`src/rtl/jtag_dr_bridge.sv`:
```
// jtag_dr_bridge: oversampled JTAGG ER1/ER2 data register with capture readback, length check and valid/ready update port
module jtag_dr_bridge #(
  parameter int DR_W        = 32,
  parameter int SYNC_STAGES = 3
) (
  input  logic              clk,
  input  logic              rst,
  input  logic              jtck,
  input  logic              jtdi,
  input  logic              jshift,
  input  logic              jupdate,
  input  logic              jce1,
  input  logic              jce2,
  input  logic              jrstn,
  output logic              jtdo1,
  output logic              jtdo2,
  input  logic [2*DR_W-1:0] rd_data,
  output logic              rd_ack,
  output logic              rd_sel,
  output logic [DR_W-1:0]   upd_data,
  output logic              upd_sel,
  output logic              upd_valid,
  input  logic              upd_ready,
  output logic              len_err,
  output logic              overrun,
  input  logic              clr_flags
);
  localparam int CW = $clog2(DR_W + 2);
  logic [SYNC_STAGES-1:0][6:0] sync_q, sync_d;
  logic s_tck, s_tdi, s_shift, s_update, s_ce1, s_ce2, s_rstn;
  logic tck_q, tck_d;
  logic st_shift_q, st_shift_d, st_ce_q, st_ce_d, st_sel_q, st_sel_d;
  logic [DR_W-1:0] sr_q, sr_d, upd_data_q, upd_data_d;
  logic [CW-1:0] cnt_q, cnt_d;
  logic rd_ack_q, rd_ack_d, rd_sel_q, rd_sel_d;
  logic upd_sel_q, upd_sel_d, upd_valid_q, upd_valid_d;
  logic len_err_q, len_err_d, overrun_q, overrun_d, tdo_q, tdo_d;
  logic tck_rise, cap, shf, upd, len_bad, busy, load;
  assign {s_tck, s_tdi, s_shift, s_update, s_ce1, s_ce2, s_rstn} = sync_q[SYNC_STAGES-1];
  always_comb begin
    sync_d      = {sync_q[SYNC_STAGES-2:0], {jtck, jtdi, jshift, jupdate, jce1, jce2, jrstn}};
    tck_d       = s_tck;
    tck_rise    = s_tck & ~tck_q;
    cap         = tck_rise & st_ce_q & ~st_shift_q;
    shf         = tck_rise & st_shift_q;
    upd         = tck_rise & s_update;
    len_bad     = cnt_q != CW'(DR_W);
    busy        = upd_valid_q & ~upd_ready;
    load        = upd & ~len_bad & ~busy;
    sr_d        = ~s_rstn ? '0 :
                  cap ? (st_sel_q ? rd_data[2*DR_W-1:DR_W] : rd_data[DR_W-1:0]) :
                  shf ? {s_tdi, sr_q[DR_W-1:1]} : sr_q;
    cnt_d       = ~s_rstn ? '0 : cap ? '0 :
                  (shf && cnt_q != CW'(DR_W + 1)) ? cnt_q + 1'b1 : cnt_q;
    st_shift_d  = ~s_rstn ? 1'b0 : tck_rise ? s_shift : st_shift_q;
    st_ce_d     = ~s_rstn ? 1'b0 : tck_rise ? (s_ce1 | s_ce2) : st_ce_q;
    st_sel_d    = ~s_rstn ? 1'b0 : (tck_rise & (s_ce1 | s_ce2)) ? s_ce2 : st_sel_q;
    rd_ack_d    = cap;
    rd_sel_d    = cap ? st_sel_q : rd_sel_q;
    upd_data_d  = load ? sr_q : upd_data_q;
    upd_sel_d   = load ? st_sel_q : upd_sel_q;
    upd_valid_d = load | busy;
    len_err_d   = (upd & len_bad) | (len_err_q & ~clr_flags);
    overrun_d   = (upd & ~len_bad & busy) | (overrun_q & ~clr_flags);
    tdo_d       = sr_d[0];
  end
  always_ff @(posedge clk) begin
    if (rst) begin
      sync_q      <= '0;
      tck_q       <= 1'b0;
      st_shift_q  <= 1'b0;
      st_ce_q     <= 1'b0;
      st_sel_q    <= 1'b0;
      sr_q        <= '0;
      cnt_q       <= '0;
      rd_ack_q    <= 1'b0;
      rd_sel_q    <= 1'b0;
      upd_data_q  <= '0;
      upd_sel_q   <= 1'b0;
      upd_valid_q <= 1'b0;
      len_err_q   <= 1'b0;
      overrun_q   <= 1'b0;
      tdo_q       <= 1'b0;
    end else begin
      sync_q      <= sync_d;
      tck_q       <= tck_d;
      st_shift_q  <= st_shift_d;
      st_ce_q     <= st_ce_d;
      st_sel_q    <= st_sel_d;
      sr_q        <= sr_d;
      cnt_q       <= cnt_d;
      rd_ack_q    <= rd_ack_d;
      rd_sel_q    <= rd_sel_d;
      upd_data_q  <= upd_data_d;
      upd_sel_q   <= upd_sel_d;
      upd_valid_q <= upd_valid_d;
      len_err_q   <= len_err_d;
      overrun_q   <= overrun_d;
      tdo_q       <= tdo_d;
    end
  end
  assign jtdo1     = tdo_q;
  assign jtdo2     = tdo_q;
  assign rd_ack    = rd_ack_q;
  assign rd_sel    = rd_sel_q;
  assign upd_data  = upd_data_q;
  assign upd_sel   = upd_sel_q;
  assign upd_valid = upd_valid_q;
  assign len_err   = len_err_q;
  assign overrun   = overrun_q;
endmodule

```
`config.mk`:
```
export PLATFORM = sky130hd
export DESIGN_NAME = jtag_dr_bridge
export DESIGN_NICKNAME = d
export VERILOG_FILES = /design/src/rtl/jtag_dr_bridge.sv
export SDC_FILE = /design/constraint.sdc
export NUM_CORES = 1
export LEC_CHECK = 0
export CAP_MARGIN = 20
export CORE_MARGIN = 2
export CORE_UTILIZATION = 45
export CTS_CLUSTER_DIAMETER = 60
export DETAILED_ROUTE_END_ITERATION = 7
export PLACE_DENSITY = 0.84
export SLEW_MARGIN = 0
export SYNTH_ARGS = -nofsm -noshare
export SYNTH_HDL_FRONTEND = slang
export SYNTH_SLANG_ARGS = --single-unit
```
`constraint.sdc`:
```
create_clock -name clk -period 2.9 [get_ports clk]
set_input_delay 0.725 -clock clk [delete_from_list [all_inputs] [get_ports clk]]
set_output_delay 0.725 -clock clk [all_outputs]
set_load 0.01 [all_outputs]
```
### Word level (Yosys, flattened, before mapping)

Cells that the tools add are included.

| cells by class | value |
|---|---|
| $add $sub $neg | 1 |
| equal/unequal tests | 2 |
| multiplexer cells | 3 |
| bitwise gates (word level) | 24 |
| reduce and logical (&&, ||, !) cells | 4 |

Operators by type and width:

| kind | number |
|---|---|
| 2-to-1 mux 32 bit | 3 |
| bitwise AND 1 bit | 13 |
| != test 6 bit (second input constant) | 2 |
| NOT 1 bit | 7 |
| adder 6 x 1 -> 6 bit (second input constant) | 1 |
| bitwise OR 1 bit | 4 |
| OR reduction 3 bit | 1 |
| nonzero test 2 bit | 1 |
| OR reduction 2 bit | 1 |
| logical AND 1 bit | 1 |

| storage, ports and cells | value |
|---|---|
| flip-flop bits (word level) | 101 |
| output and inout bits | 40 |
| word-level logic and storage cells | 51 |

### Depth between registers and ports, before layout

Gate-level depths: netlist of run 1.

| logic depth | value |
|---|---|
| word-level depth | 6 |
| gate-level depth with buffers | 7 |

### Least setup slack after synthesis of run 1

OpenSTA, ideal clock, no wires.

| path | value |
|---|---|
| path type | input -> register |
| start | in rst |
| end | reg tdo_q, in the netlist jtdo1 |
| arrival | 1.739 ns |
| required time | 2.829 ns |
| slack | 1.090 ns |
| cell stages on the path | 5 |
| cell sequence | clkbuf_1 -> nand2b_1 -> a21oi_1 -> clkbuf_1 -> o2bb2ai_1 |

| on the way | value |
|---|---|
| cells in the longest elaborated chain, start to end | 1 |

Ends and longest elaborated chain:

| what | RTL line | text |
|---|---|---|
| start: declaration | 7 | `input logic rst,` |
| OR reduction 2 bit (no source line) | - |  |
| end signal: assignment | 99 | `tdo_q <= tdo_d;` |
| end: declaration | 37 | `logic len_err_q, len_err_d, overrun_q, overrun_d, tdo_q, tdo_d;` |

No other way between the ends.
A chain may end at the register's enable or synchronous reset.

### Final worst setup path of run 1

| path | value |
|---|---|
| start | reg cnt_q[2] |
| end | reg upd_data_q[10], in the netlist upd_data[10] |

| on the way | value |
|---|---|
| cells in the longest elaborated chain, start to end | 4 |

Ends and longest elaborated chain:

| what | RTL line | text |
|---|---|---|
| start: declaration | 34 | `logic [CW-1:0] cnt_q, cnt_d;` |
| start signal: assignment | 91 | `cnt_q <= cnt_d;` |
| != test 6 bit | 47 | `len_bad = cnt_q != CW'(DR_W);` |
| NOT 1 bit | 49 | `load = upd & ~len_bad & ~busy;` |
| bitwise AND 1 bit (2 in series) | 49 |  |
| end signal: assignment | 94 | `upd_data_q <= upd_data_d;` |
| end: declaration | 33 | `logic [DR_W-1:0] sr_q, sr_d, upd_data_q, upd_data_d;` |

No other way between the ends.

==> flow_summary.ini, run 1 <==
[status]
status = finished, final reports clean

[placed_design]
dp_hpwl_um = 7640
io_buffer_count = 114
placedCellCount = 648
place.gp.congestion = 0.725

[grt]
first_global_vias = 3618
grt_usage = 0.198
grt_pass1_wl_um = 18100
antenna_found_initial = 0
grt_max_degree = 61
grt-ovfl-total = 0

[logic_synthesis]
synth.most_common_cell = dfxtp_1
ys_ff_latch = 101
avgSynthCellArea_um2 = 10.7
synthCells = 436
synthFlopType = dfxtp_1
synthTopCellsByArea = dfxtp_1, o41ai_2, mux2i_1, mux2_2, o2bb2ai_1
yosysTopAreaCellShare = 0.431
synth.net_count = 514
synth-edff-count = 0
synthTopCellsByCount = dfxtp_1, a21oi_1, mux2i_1, nand4_1, clkbuf_1
async_reset_ff_frac = 0
synth.yosys.seq_area_share = 0.431
synth_top_area_cell = dfxtp_1
ys_warn_count = 0
syn-cell-area_um2 = 4690
yosysUniqueCellTypes = 39

[floorplanning]
core_area_um2 = 10200
fp.dieH_um = 106
die-area_um2 = 11200
fp.dieW_um = 106
rows = 37
ios = 115
start_util = 0.458

[layout]
diodes = 0
nets = 601
multi_input_area_um2 = 2410
n_fill_cell = 829
final_cells = 664
final-seq-area_um2 = 2020
drive_gt1_frac = 0.188
area_growth_pct = 30.1

[timing]
slew_headroom = 0.275
fin_worst_skew_ns = 0.00817
post-route-period-util = 0.766
final-setup-viol-count = 0
tightest_slew_ns = 1.09
fin_setup_tns_ns = 0
hold_violations = 0
rsz0062_at_grt = false
finalMaxSlewViolations = 0
fmax_ghz = 0.450
min_period_ns = 2.22

[worst_setup_path]
worstPathArrival_ns = 2.46
crit_path_start_kind = flop
crit_type = reg2reg
cp_max_fo = 33
worstPathRequired_ns = 3.14
worst_setup_path_end_kind = flop

[clock_tree]
path_clk_slew_ns = 0.10
cts-resized-gates = 0
cts_hold_buffers = 0
cts.sinks = 101
insertion_delay_ns = 0.37
post-cts-setup-buffers = 0
numCtsBuffers = 9
htree_levels = 3
clockBufferDepth = 2
cts_tree = yes
root_buffer = clkbuf_8

[route]
drtAntennaViolNets = 0
drt-pass1-iter-count = 5
wl_per_cell_um = 17.0
vias = 3843
finalWirelength_um = 11300
vias_per_cell = 5.79
drc = 0
drt_iter0_markers = 170

[power]
powerDensity_nw_per_um2 = 420
ir_worst_vdd_mv = 0.308
total_power_mw = 2.56
p_leak_nw = 1.81

[flow_run]
max_cap_viol_count = 0

[worst_hold_path]
hp-class = reg2reg
final cells by class:
class,count,area share
flip-flops and latches,101,0.332
clock buffers,9,0.0203
multi-input cells,279,0.396
well taps,136,0.0279
clock inverters,7,0.0168
inverters,5,0.00308
repair buffers,127,0.204
power by group:
part	total [mW]	switching [mW]	internal (mW)
combinational	0.153	0.0410	0.112
clock	1.00	0.504	0.500
sequential	1.40	0.00354	1.40
total	2.56	0.549	2.01
flip-flops by register name (all words and copies together) (netlist names), 6 cells and up:
| signal | flops |
|---|---|
| cnt_q | 6 |
| sr_q | 31 |
| sync_d | 14 |
| upd_data | 32 |
worst max-delay path, stage by stage, from the launching register on:
cell and delay [ns]:
dfxtp_1 0.36, or4b_2 1.14, o41ai_2 0.45, a21oi_1 0.12
per-stage QoR:
stage	worst slack, ns	hold WS, ns	utilization	area, um2
2_1_floorplan	1.09	0.414	-	4690
3_3_place_gp	0.602	0.417	0.574	5870
3_5_place_dp	0.531	0.420	0.574	5870
4_1_cts	0.676	0.445	0.596	6100
5_1_grt	0.549	0.460	0.596	6100
6_report	0.679	0.444	0.596	6100
placed cells by master (no fill, tap or decap), types with 3 or more instances in the layout:
cell	synthesis	layout
clkbuf_8	0	9
a21oi_1	43	42
nand2b_1	4	4
nor2_1	5	5
dfxtp_1	101	100
ha_1	3	3
o41ai_1	3	3
mux2i_1	36	36
o41ai_2	30	30
nand3_1	8	8
nor2b_1	25	24
clkdlybuf4s50_1	0	113
nand4_1	33	33
inv_1	5	4
inv_6	0	3
mux2_2	31	31
buf_4	1	12
nand2_1	5	5
o2bb2ai_1	31	31
per-layer routing:
metal	global-route usage	part of all wire	routed length (um)	vias to the layer above
met5	0	0	0	-
met4	0.0470	0.0079	89	0
met3	0.0503	0.060	675	10
met2	0.331	0.50	5600	116
met1	0.258	0.43	4890	1888
li1	-	-	-	1829
final timing paths:
path | endpoint | slack, ns | start | cells after the start
setup / recovery | upd_data[10]$_SDFFE_PP0P_ | 0.68 | cnt_q[2]$_SDFFE_PP0P_ | 3
hold / removal | sync_d[20]$_SDFF_PP0_ | 0.44 | sync_d[13]$_SDFF_PP0_ | 1
setup reg to reg | upd_data[10]$_SDFFE_PP0P_ | 0.68 | cnt_q[2]$_SDFFE_PP0P_ | 3
hold reg to reg | sync_d[20]$_SDFF_PP0_ | 0.44 | sync_d[13]$_SDFF_PP0_ | 1
cell families (layout without fill, tap and decap cells):
logic type                 Yosys count  count (layout)  share of synthesized area
buffers and inverters               56             148                     0.0577
DFF                                101             101                      0.431
AOI/OAI and AO/OA                  116             116                      0.229
adders and majority gates            3               3                    0.00801
muxes                               67              67                      0.151
and+or+nand+nor                     93              93                      0.122
No activity file was read; power rests on OpenSTA's default activity.
==> run 2: changes to the inputs <==
clock period = 2.25 ns   (was 2.9 ns; I/O delays follow)
==> flow_summary.ini, run 2 (synthesis gave the netlist of run 1 again) <==
[route]
finalWirelength_um = 11400
vias_per_cell = 5.79
wl_per_cell_um = 17.1
drt_iter0_markers = 135
drt-pass1-iter-count = 5
drc = 0
vias = 3874
drtAntennaViolNets = 0

[timing]
slew_headroom = 0.619
rsz0062_at_grt = false
fin_setup_tns_ns = 0
hold_violations = 0
fmax_ghz = 0.496
finalMaxSlewViolations = 0
final-setup-viol-count = 0
tightest_slew_ns = 0.571
min_period_ns = 2.02
post-route-period-util = 0.896
fin_worst_skew_ns = 0.0178

[layout]
area_growth_pct = 31.2
diodes = 0
largest_reg_flops = 32
nets = 606
drive_gt1_frac = 0.193
mostFrequentLayoutCells = clkdlybuf4s50_1, dfxtp_1, a21oi_1
final_cells = 669
layout_commonest_cell = clkdlybuf4s50_1

[worst_setup_path]
cp_max_fo = 33
cp-startpoint = cnt_q[2]$_SDFFE_PP0P_
crit_type = reg2reg
worstPathArrival_ns = 2.26
worstPathRequired_ns = 2.50
worst_setup_path_end_kind = flop
r2r_cells = 4
r2r_start = cnt_q[2]$_SDFFE_PP0P_
crit_path_start_kind = flop

[clock_tree]
cts_hold_buffers = 0
path_clk_slew_ns = 0.10
clockBufferDepth = 2
post-cts-setup-buffers = 0
insertion_delay_ns = 0.37
cts-resized-gates = 0
numCtsBuffers = 9
htree_levels = 3
root_buffer = clkbuf_8
cts.sinks = 101
cts_tree = yes

[worst_hold_path]
min_path_cells = 1
hp-class = reg2reg
hold_start = sync_d[7]$_SDFF_PP0_

[power]
powerDensity_nw_per_um2 = 527
p_leak_nw = 1.83
ir_worst_vdd_mv = 0.372

[grt]
grt_max_degree = 50
grt_pass1_wl_um = 18700
antenna_found_initial = 0
grt-ovfl-total = 0
first_global_vias = 3789
grt_usage = 0.206

[floorplanning]
ios = 115
core_area_um2 = 10200
die-area_um2 = 11200
fp.dieH_um = 106
fp.dieW_um = 106
rows = 37
start_util = 0.458

[placed_design]
place.gp.congestion = 0.798
placedCellCount = 653
dp_hpwl_um = 7720
io_buffer_count = 114

[status]
status = finished, final reports clean

[flow_run]
max_cap_viol_count = 0
## run 2: cell count changes in the layout (fill, tap and decap cells not counted)
cell and delta:
buf_12 +2, buf_4 +3, clkbuf_1 +1, clkinvlp_4 +3
inv_6 -3, inv_8 -1
## run 2: final timing paths
kind	to	slack (ns)
max	upd_data[0]$_SDFFE_PP0P_	0.23
min	sync_d[14]$_SDFF_PP0_	0.44
max reg2reg	upd_data[0]$_SDFFE_PP0P_	0.23
min reg2reg	sync_d[14]$_SDFF_PP0_	0.44
## run 2: layout make-up
cell class	instances	area [um2]
Clock buffer	10	128
Fill cell	804	4080
Tap cell	136	170
Inverter	5	18.8
Sequential cell	101	2020
Clock inverter	6	87.6
Multi-Input combinational cell	279	2410
Timing Repair Buffer	132	1310
## run 2: worst max-delay path, stage by stage, from the launching register on
cell	delay (ns)
dfxtp_1	0.36
or4b_2	0.67
buf_4	0.31
o41ai_1	0.44
a21oi_1	0.11
## run 2: metal layers
metal	vias up	GRT usage	routed length, um
li1	1837	-	-
met1	1855	0.259	4840
met2	164	0.345	5620
met3	18	0.0490	794
met4	0	0.0714	184
met5	-	0	0
## run 2: where the power goes
| part | internal (mW) | leakage, nW | switching [mW] |
|---|---|---|---|
| Sequential | 1.80 | 0.817 | 0.00449 |
| Clock | 0.624 | 0.0985 | 0.610 |
| Combinational | 0.146 | 0.912 | 0.0550 |
## run 2: through the flow
step / utilization / instance area (um2) / setup WS, ns / power (mW) / hold WS [ns]
5_1_grt: 0.601 / 6150 / 0.113 / 3.35 / 0.462
6_report: 0.601 / 6150 / 0.234 / 3.24 / 0.444
3_5_place_dp: 0.580 / 5930 / 0.233 / 2.05 / 0.423
2_1_floorplan: - / 4690 / 0.602 / 1.91 / 0.414
3_3_place_gp: 0.580 / 5930 / 0.327 / 2.04 / 0.416
4_1_cts: 0.601 / 6150 / 0.238 / 3.26 / 0.449
==> run 3: changes to the inputs <==
SKIP_CTS_REPAIR_TIMING = 1   (was default)
==> results of run 3 <==
Final layout, timing and power as in run 2 (identical DEF).
